--- src/rtl/cache_trace_gen.sv ---
// Cache access trace generator: sequential, LFSR-random and sector-reuse address patterns,
// with optional hit/miss statistics enabled by defining TRACE_GEN_STATS_EN.
module cache_trace_gen #(
  parameter int unsigned LINE_SIZE    = 32,
  parameter int unsigned SECTOR_SIZE  = 8,
  parameter int unsigned SEQ_SPAN     = 1000,
  parameter int unsigned NUM_RAND     = 1000,
  parameter int unsigned RAND_RANGE   = 65536,
  parameter int unsigned NUM_REUSE    = 1000,
  parameter int unsigned REUSE_PERIOD = 100,
  parameter logic [31:0] LFSR_SEED    = 32'hACE1_2468
) (
  input  logic        clk,
  input  logic        rst_n,
  input  logic        start,
  input  logic [1:0]  mode,
  output logic [31:0] addr,
  output logic        addr_valid,
  input  logic        hit,
  input  logic        miss,
  output logic        busy,
  output logic        done,
  output logic [31:0] gen_count,
  output logic [31:0] obs_hits,
  output logic [31:0] obs_misses,
  output logic        err_protocol
);

  localparam logic [2:0] S_IDLE  = 3'd0;
  localparam logic [2:0] S_SEQ   = 3'd1;
  localparam logic [2:0] S_RAND  = 3'd2;
  localparam logic [2:0] S_REUSE = 3'd3;
  localparam logic [2:0] S_DRAIN = 3'd4;
  localparam logic [2:0] S_DONE  = 3'd5;

  localparam logic [31:0] LFSR_TAPS   = 32'h8020_0003;
  localparam logic [31:0] SECTOR_B    = 32'(SECTOR_SIZE);
  localparam logic [31:0] LINE_B      = 32'(LINE_SIZE);
  localparam logic [31:0] SEQ_SPAN_B  = 32'(SEQ_SPAN);
  localparam logic [31:0] RAND_MASK   = 32'(RAND_RANGE - 1);
  localparam logic [31:0] NUM_RAND_B  = 32'(NUM_RAND);
  localparam logic [31:0] NUM_REUSE_B = 32'(NUM_REUSE);
  localparam logic [31:0] PERIOD_LAST = 32'(REUSE_PERIOD - 1);
  localparam logic [31:0] SUB_LAST    = 32'(LINE_SIZE / SECTOR_SIZE - 1);

  function automatic logic [31:0] lfsr_step(input logic [31:0] v);
    return (v >> 1) ^ (v[0] ? LFSR_TAPS : 32'h0);
  endfunction

  logic [2:0]  r_state, w_state;
  logic [31:0] r_addr, w_addr;
  logic        r_addr_valid, w_addr_valid;
  logic        r_busy, r_done;
  logic [31:0] r_gen_count, w_gen_count;
  logic        r_resp_pending;
  logic [31:0] r_lfsr, w_lfsr;
  logic [31:0] r_idx, w_idx;
  logic [31:0] r_sub, w_sub;
  logic [31:0] r_per, w_per;
  logic [31:0] r_base, w_base;
  logic        r_chain, w_chain;
  logic        w_clr;
  logic [2:0]  w_enter;

  // Next-state: per-pattern advance, then a common "enter pattern" step for the first access
  always_comb begin
    w_state      = r_state;
    w_addr       = r_addr;
    w_addr_valid = 1'b0;
    w_lfsr       = r_lfsr;
    w_idx        = r_idx;
    w_sub        = r_sub;
    w_per        = r_per;
    w_base       = r_base;
    w_chain      = r_chain;
    w_gen_count  = r_addr_valid ? r_gen_count + 32'd1 : r_gen_count;
    w_clr        = 1'b0;
    w_enter      = S_IDLE;

    case (r_state)
      S_IDLE, S_DONE: begin
        if (start) begin
          w_clr       = 1'b1;
          w_gen_count = '0;
          w_chain     = (mode == 2'd3);
          case (mode)
            2'd1:    w_enter = S_RAND;
            2'd2:    w_enter = S_REUSE;
            default: w_enter = S_SEQ;
          endcase
        end
      end
      S_SEQ: begin
        if (r_addr + SECTOR_B < SEQ_SPAN_B) begin
          w_addr       = r_addr + SECTOR_B;
          w_addr_valid = 1'b1;
        end else begin
          w_enter = r_chain ? S_RAND : S_DRAIN;
        end
      end
      S_RAND: begin
        if (r_idx < NUM_RAND_B) begin
          w_lfsr       = lfsr_step(r_lfsr);
          w_addr       = w_lfsr & RAND_MASK;
          w_addr_valid = 1'b1;
          w_idx        = r_idx + 32'd1;
        end else begin
          w_enter = r_chain ? S_REUSE : S_DRAIN;
        end
      end
      S_REUSE: begin
        if (r_idx < NUM_REUSE_B) begin
          w_sub        = (r_sub == SUB_LAST) ? 32'd0 : r_sub + 32'd1;
          w_per        = (r_per == PERIOD_LAST) ? 32'd0 : r_per + 32'd1;
          w_base       = (r_per == PERIOD_LAST) ? r_base + LINE_B : r_base;
          w_addr       = w_base + w_sub * SECTOR_B;
          w_addr_valid = 1'b1;
          w_idx        = r_idx + 32'd1;
        end else begin
          w_enter = S_DRAIN;
        end
      end
      S_DRAIN: w_state = S_DONE;
      default: w_state = S_IDLE;
    endcase

    case (w_enter)
      S_SEQ: begin
        w_state      = S_SEQ;
        w_addr       = '0;
        w_addr_valid = 1'b1;
      end
      S_RAND: begin
        w_state      = S_RAND;
        w_lfsr       = lfsr_step(r_lfsr);
        w_addr       = w_lfsr & RAND_MASK;
        w_addr_valid = 1'b1;
        w_idx        = 32'd1;
      end
      S_REUSE: begin
        w_state      = S_REUSE;
        w_addr       = '0;
        w_addr_valid = 1'b1;
        w_idx        = 32'd1;
        w_sub        = '0;
        w_per        = '0;
        w_base       = '0;
      end
      S_DRAIN: w_state = S_DRAIN;
      default: ;
    endcase
  end

  always_ff @(posedge clk) begin
    if (!rst_n) begin
      r_state        <= S_IDLE;
      r_addr         <= '0;
      r_addr_valid   <= 1'b0;
      r_busy         <= 1'b0;
      r_done         <= 1'b0;
      r_gen_count    <= '0;
      r_resp_pending <= 1'b0;
      r_lfsr         <= LFSR_SEED;
      r_idx          <= '0;
      r_sub          <= '0;
      r_per          <= '0;
      r_base         <= '0;
      r_chain        <= 1'b0;
    end else begin
      r_state        <= w_state;
      r_addr         <= w_addr;
      r_addr_valid   <= w_addr_valid;
      r_busy         <= (w_state == S_SEQ) || (w_state == S_RAND) ||
                        (w_state == S_REUSE) || (w_state == S_DRAIN);
      r_done         <= (w_state == S_DONE);
      r_gen_count    <= w_gen_count;
      r_resp_pending <= r_addr_valid;
      r_lfsr         <= w_lfsr;
      r_idx          <= w_idx;
      r_sub          <= w_sub;
      r_per          <= w_per;
      r_base         <= w_base;
      r_chain        <= w_chain;
    end
  end

  assign addr       = r_addr;
  assign addr_valid = r_addr_valid;
  assign busy       = r_busy;
  assign done       = r_done;
  assign gen_count  = r_gen_count;

`ifdef TRACE_GEN_STATS_EN
  logic [31:0] r_obs_hits, w_obs_hits;
  logic [31:0] r_obs_misses, w_obs_misses;
  logic        r_err, w_err;

  // Response classification; hit==miss is a protocol violation and is not counted
  always_comb begin
    w_obs_hits   = r_obs_hits;
    w_obs_misses = r_obs_misses;
    w_err        = r_err;
    if (w_clr) begin
      w_obs_hits   = '0;
      w_obs_misses = '0;
      w_err        = 1'b0;
    end else if (r_resp_pending) begin
      if (hit && !miss)      w_obs_hits   = r_obs_hits + 32'd1;
      else if (!hit && miss) w_obs_misses = r_obs_misses + 32'd1;
      else                   w_err        = 1'b1;
    end
  end

  always_ff @(posedge clk) begin
    if (!rst_n) begin
      r_obs_hits   <= '0;
      r_obs_misses <= '0;
      r_err        <= 1'b0;
    end else begin
      r_obs_hits   <= w_obs_hits;
      r_obs_misses <= w_obs_misses;
      r_err        <= w_err;
    end
  end

  assign obs_hits     = r_obs_hits;
  assign obs_misses   = r_obs_misses;
  assign err_protocol = r_err;
`else
  logic w_unused;
  assign w_unused     = &{1'b0, hit, miss, r_resp_pending, w_clr};
  assign obs_hits     = '0;
  assign obs_misses   = '0;
  assign err_protocol = 1'b0;
`endif

endmodule
--- config.mk ---
export PLATFORM = sky130hd
export DESIGN_NAME = cache_trace_gen
export DESIGN_NICKNAME = d
export VERILOG_FILES = /design/src/rtl/cache_trace_gen.sv
export SDC_FILE = /design/constraint.sdc
export NUM_CORES = 1
export LEC_CHECK = 0
export ABC_CLOCK_PERIOD_IN_PS = 5380
export CORE_ASPECT_RATIO = 2
export CORE_MARGIN = 4
export CORE_UTILIZATION = 30
export CTS_BUF_LIST = sky130_fd_sc_hd__clkbuf_16
export CTS_CLUSTER_SIZE = 40
export DETAILED_ROUTE_END_ITERATION = 10
export DONT_BUFFER_PORTS = 1
export GPL_TIMING_DRIVEN = 0
export PLACE_DENSITY = 0.44
export SLEW_MARGIN = 10
export SYNTH_ARGS = -nofsm -noshare
export SYNTH_HDL_FRONTEND = slang
export SYNTH_SLANG_ARGS = --single-unit
--- constraint.sdc ---
create_clock -name clk -period 5.38 [get_ports clk]
set_input_delay 0.538 -clock clk [delete_from_list [all_inputs] [get_ports clk]]
set_output_delay 0.538 -clock clk [all_outputs]
set_load 0.05 [all_outputs]
==> metrics, run 1 <==
clk buf depth 3; Post-synth EDFFs 0; drt first pass iters 8; row count 107; vias in the first global route 11400; mux contribution to synthesized area 2.95%; largest net degree at the start of global routing 16; Synth top area share 35.0%; first-pass GRT wire length 63700 um; Least-Margin Pin Slew 1.12 ns; hpwl dp 33400 um; P_int 3.16 mW; synthesized area 0.0129 mm2; Reg power frac 41.8%; worst vdd ir 0.000191 V; reg2reg start r_per[0]; CP Max Fanout 9; Die Y 301 um; Final nets 1730; Final Setup Violations 0; adder-cell share of the synthesized area 3.45%; clock power share 37.0%; hold path start mode[1]; Fillers 4502; Fin Hold WS 0.295 ns; Comb pwr share 21.2%; leakage power 5.91 nW; via count 11200; Via density 4.96; CTS Hold Buffers Added 0; CP Capture Type register; Sw Ratio 35.4%; Die W 155 um; Worst Hold Class input port to register; largest family of logic cells by synthesized area simple AND/OR/NAND/NOR gates; Post-Syn Instances 1597; Worst Skew 0.0218 ns; worst r2r dst addr[30]; share of cells above drive strength 1 9.21%; Placer Congestion 0.848; final WL 41400 um; R2R cell count 15; area growth from synthesis to layout 14.1%; root buffer cell clkbuf_16; final std cells w/o fill 2251; depth of the worst hold-timing path 3; CP peak stage delay 0.81 ns; critical path's most frequent cell ha_1; #FFs+latches synth 226; post-layout minimum cycle time 5.10 ns; max_cap viols 0; Switching Power 1.73 mW; critical setup path kind register to register; Num CTS Buffers 25; simple-gate share of the synthesized area 25.8%; CP arrival 5.54 ns; Worst-path clk slew 0.06 ns; Yosys cell types 70; # port buffers 0; Power Density 332 mW/mm2; sequential element share of the synthesized area 35.0%; Hold EP r_chain; Synth Warn # 0; sequential cell area 0.00453 mm2; Post-Place Cells 2206; Main synth FF type dfxtp_1; status completed; # IOs 139; CTS tree yes; drt wl/cell 18.4 um; max-slew violation count 0; Tot Pwr 4.89 mW; area of the multi-input gates 0.00770 mm2; CP cell instances ha_1 > nor4b_1 > nand4_1 > nor2_4 > and3_1 > nand2_1 > xnor2_1 > ha_1 > or2_2 > a2111oi_0 > nor3_1 > a22o_1 > a221oi_2 > o311ai_0 > a32o_1; Compound-Gate Fraction of Synth Area 11.2%; depth of the CTS H-tree 1; slowest CP cell a2111oi_0; core box area 0.0426 mm2; CP startpoint kind register; Detail Route Antenna Nets 0; Num Clock Sinks 226; final worst slack 0.282 ns; reg-to-reg slack, setup 0.28 ns; die area 0.0466 mm2; fmax 196 MHz; violation count after the first detailed-route iteration 394; Synth area leaders dfxtp_1 35%, xor2_1 7.6%, xnor2_1 6.3%; RSZ-0062 raised after global routing false; Final Hold Viols 0; grt ovf 0; Setup Slack @ Placement -0.438 ns; Post-Synth XOR/XNOR Area 13.9%; starting density of the core 30.3%; ys async rst share 0%; Post-route DRC 0; GRT Util Overall 17.4%; relative slew slack 24.8%; worst endpoint required time 5.82 ns; Worst-Skew Late Latency 0.56 ns; fin crit share 94.8%; largest area contributor in the netlist dfxtp_1; Post-Syn Area per Cell 8.09 um2; antenna violations before repair 2
-- cell type report --
type / count / share of cell area [%]
Timing Repair Buffer: 1 / 0.0509
Inverter: 41 / 1.04
Buffer: 144 / 5.64
Antenna cell: 1 / 0.0170
Clock inverter: 19 / 1.43
Sequential cell: 226 / 30.7
Multi-Input combinational cell: 1249 / 52.2
Clock buffer: 25 / 4.24
Tap cell: 545 / 4.63
-- Yosys cell counts, types with 21 or more instances --
cell type and instances:
mux2i_1 38, buf_4 68, inv_1 41, a21oi_1 53, o21ai_0 41, ha_1 34, and3_1 55, or3_1 21
dfxtp_1 226, nand2_1 163, nand3_1 58, nor2_1 215, clkbuf_1 56, nor3_1 31, nand4_1 41, xor2_1 112
nor4_1 27, xnor2_1 93
-- worst max path at each step --
stage	from	endpoint	cells after the start
final	r_per[0]	addr[30]	15
after global placement	r_per[25]	addr[29]	17
after global routing	r_sub[0]	addr[29]	17
after floorplan	r_per[0]	addr[29]	19
after CTS	r_per[25]	addr[29]	18
after detailed placement	r_per[25]	addr[29]	17
-- worst max-delay path, delay by kind of cell (launching register included) --
kind	cells	cell delay, ns
AND/OR/NAND/NOR	7	1.84
XOR/XNOR	1	0.16
adder cells (fa/ha/maj)	2	0.57
AO/OA/AOI/OAI	5	2.06
flip-flops	1	0.36
-- registers in the layout, indices dropped and copies added, names as in the netlist --
| name | count |
|---|---|
| busy | 1 |
| r_base | 27 |
| r_sub | 32 |
| r_chain | 1 |
| r_state | 3 |
| r_per | 32 |
| addr_valid | 1 |
| gen_count | 32 |
| r_idx | 32 |
| done | 1 |
| addr | 32 |
| r_lfsr | 32 |
-- cells by family (layout without fill, tap and decap cells) --
| family | count (synthesis) | in the layout |
|---|---|---|
| AO/OA/AOI/OAI | 215 | 215 |
| XOR/XNOR | 205 | 205 |
| adder cells (fa/ha/maj) | 35 | 35 |
| buffers and inverters | 186 | 230 |
| flip-flops | 226 | 226 |
| multiplexers | 38 | 38 |
| other | 1 | 66 |
| AND/OR/NAND/NOR | 691 | 691 |
-- layer usage --
metal,vias to the layer above,global-route usage [%],wire [um]
met5,-,0,12
met4,2,9.72,2570
met3,117,3.16,1990
met2,273,36.2,23600
met1,5217,14.8,13200
li1,5564,-,-
-- power groups by stage --
stage	combinational [mW]	clock, mW	sequential (mW)
after global placement	1.04	0	2.08
after floorplan	0.770	0	2.02
after global routing	1.14	1.93	2.06
after detailed placement	1.04	0	2.08
final	1.04	1.81	2.05
after CTS	1.05	1.88	2.05
-- stage by stage --
step	utilization (%)	area [um2]	TNS, ns
finish	34.6	14700	0
global route	34.6	14700	0
CTS	34.5	14700	0
detailed placement	32.5	13800	-1.48
global placement	32.5	13800	-1.54
floorplan	-	13200	0
-- cell usage in the layout, fill, tap and decap left out, drive strengths merged, types with 20 or more instances in the layout --
master  synthesis  final
and3           55     55
or3            21     21
o21ai          43     43
nand2         165    165
nor3           31     31
dfxtp         226    226
ha             34     34
o211ai         20     20
nand4          41     41
conb            1     65
a21oi          54     54
nor4           27     27
inv            41     46
nor2          216    216
xnor2          93     93
mux2i          38     38
nand3          59     59
clkbuf         58     82
xor2          112    112
buf            87     88
-- timing repair --
action                     CTS  global route
buffers inserted             0             1
setup endpoints to repair    7            14
pin swaps                    0             2
resized for setup            5             8
Note: power is estimated with default switching activity, not from simulation.
==> inputs of run 2 (changes only) <==
--- a/config.mk
+++ b/config.mk
@@ -8,13 +8,13 @@
 export ABC_CLOCK_PERIOD_IN_PS = 5380
 export CORE_ASPECT_RATIO = 2
 export CORE_MARGIN = 4
-export CORE_UTILIZATION = 30
+export CORE_UTILIZATION = 60
 export CTS_BUF_LIST = sky130_fd_sc_hd__clkbuf_16
 export CTS_CLUSTER_SIZE = 40
 export DETAILED_ROUTE_END_ITERATION = 10
 export DONT_BUFFER_PORTS = 1
 export GPL_TIMING_DRIVEN = 0
-export PLACE_DENSITY = 0.44
+export PLACE_DENSITY = 0.76
 export SLEW_MARGIN = 10
 export SYNTH_ARGS = -nofsm -noshare
 export SYNTH_HDL_FRONTEND = slang
==> run 2 against run 1 <==
Critical path depth up 3; non-clock buffer count unchanged; count of clock-buffer cells in the layout down 3; combinational power about the same; cell count down 12%; critical path type unchanged; highest routed layer is now met4; core utilization up 33 points; first-iteration DRC count up 77%; sequential power about the same; largest power group unchanged; largest cell class unchanged; maximum frequency down 2.1%; worst hold slack better by 0.087 ns.
==> metrics, run 2 (synthesis results as in run 1) <==
Num CTS Buffers 22; via count 11500; commonest non-fill, non-tap cell in the layout dfxtp_1; Post-Place Cells 1930; first-pass GRT wire length 56400 um; Worst-path clk slew 0.06 ns; R2R cell count 18; worst r2r dst addr[29]; starting density of the core 61.2%; P_int 3.05 mW; CP top delay family simple AND/OR/NAND/NOR gates; most frequent cells in the layout 226 x dfxtp_1, 214 x nor2_1, 163 x nand2_1; Setup Slack @ Placement -0.00915 ns; reg-to-reg slack, setup 0.17 ns; slowest CP cell or4_1; Reg power frac 43.6%; Via density 5.81; Hold EP r_chain; Worst Skew 0.0172 ns; final WL 35600 um; Num Clock Sinks 226; status completed; reg2reg start r_per[25]; Final Setup Violations 0; hold path start mode[1]; die area 0.0241 mm2; GRT Util Overall 28.5%; Final nets 1727; relative slew slack 41.1%; # port buffers 0; root buffer cell clkbuf_16; Tot Pwr 4.68 mW; CP arrival 5.66 ns; worst vdd ir 0.000267 V; antenna violations before repair 0; Switching Power 1.63 mW; CP cell instances nor4_1 > nand4_1 > or4_1 > clkbuf_1 > or2_2 > clkbuf_1 > nor2_1 > xor2_1 > ha_1 > a21o_1 > a21o_1 > a21o_1 > or3_1 > nor3_4 > nor4_1 > o31a_1 > o41ai_1 > a32o_1; clk buf depth 3; Detail Route Antenna Nets 0; critical setup path kind register to register; drt wl/cell 18.0 um; Final Hold Viols 0; CP startpoint kind register; post-layout minimum cycle time 5.21 ns; Fin Hold WS 0.382 ns; share of cells above drive strength 1 8.29%; Bufs and invs on worst path 2; antenna cell count 0; vias in the first global route 11500; depth of the worst hold-timing path 3; Placer Congestion 0.926; critical path's most frequent cell a21o_1; Comb pwr share 21.6%; RSZ-0062 raised after global routing true; DP Area 0.0135 mm2; worst endpoint required time 5.83 ns; Sw Ratio 34.8%; final std cells w/o fill 1970; leakage power 5.86 nW; row count 75; CP Max Fanout 9; max-slew violation count 0; largest net degree at the start of global routing 16; Post-route DRC 0; Die W 112 um; Setup TNS 0 ns; Least-Margin Pin Slew 0.880 ns; Die Y 215 um; CP Capture Type register; CTS tree yes; final core utilization 67.6%; CP peak stage delay 0.54 ns; Worst-Skew Late Latency 0.52 ns; Design Area, Final 0.0143 mm2; Power Density 328 mW/mm2; violation count after the first detailed-route iteration 698; hpwl dp 27700 um; Worst Hold Class input port to register; core box area 0.0211 mm2; area growth from synthesis to layout 10.5%; clock power share 34.8%; depth of the CTS H-tree 1; grt ovf 0; fmax 192 MHz; max_cap viols 0; final worst slack 0.173 ns; CTS Hold Buffers Added 0; drt first pass iters 5; fin crit share 96.8%; # IOs 139
run 2: power by group through the flow:
stage          clock (mW)  combinational (mW)  sequential (mW)
6_report             1.63                1.01             2.04
5_1_grt              1.71                1.09             2.05
4_1_cts              1.65                1.00             2.04
3_5_place_dp            0               0.997             2.07
3_3_place_gp            0               0.981             2.07
2_1_floorplan           0               0.770             2.02
run 2: layout make-up:
type,instances,area [um2]
Clock buffer,22,551
Clock inverter,18,199
Tap cell,269,337
Fill cell,1866,6850
Multi-Input combinational cell,1249,7670
Sequential cell,226,4520
Buffer,145,835
Inverter,41,154
run 2: worst min-delay path: cells and delay by family:
family | cells | cell delay [ns]
AND/OR/NAND/NOR | 1 | 0.09
adder cells (fa/ha/maj) | 1 | 0.14
multiplexers | 1 | 0.08
run 2: what timing repair did:
item / in CTS / in global routing
cloned: 0 / 0
setup endpoints to repair: 1 / 6
resized for setup: 1 / 4
buffers inserted: 0 / 0
endpoints found under the hold margin: 0 / 0
run 2: worst max-delay path by stage:
stage               endpoint  depth (start not counted)      start
floorplan           addr[29]                         19   r_per[0]
global placement    addr[29]                         17  r_per[25]
detailed placement  addr[29]                         18  r_per[25]
CTS                 addr[30]                         17  r_per[25]
global route        addr[29]                         18   r_per[5]
finish              addr[29]                         18  r_per[25]
run 2: per-layer routing:
metal	routed length [um]	GRT usage, %
met1	11200	24.2
met2	19400	55.9
met3	1750	4.65
met4	3240	22.5
met5	0	0
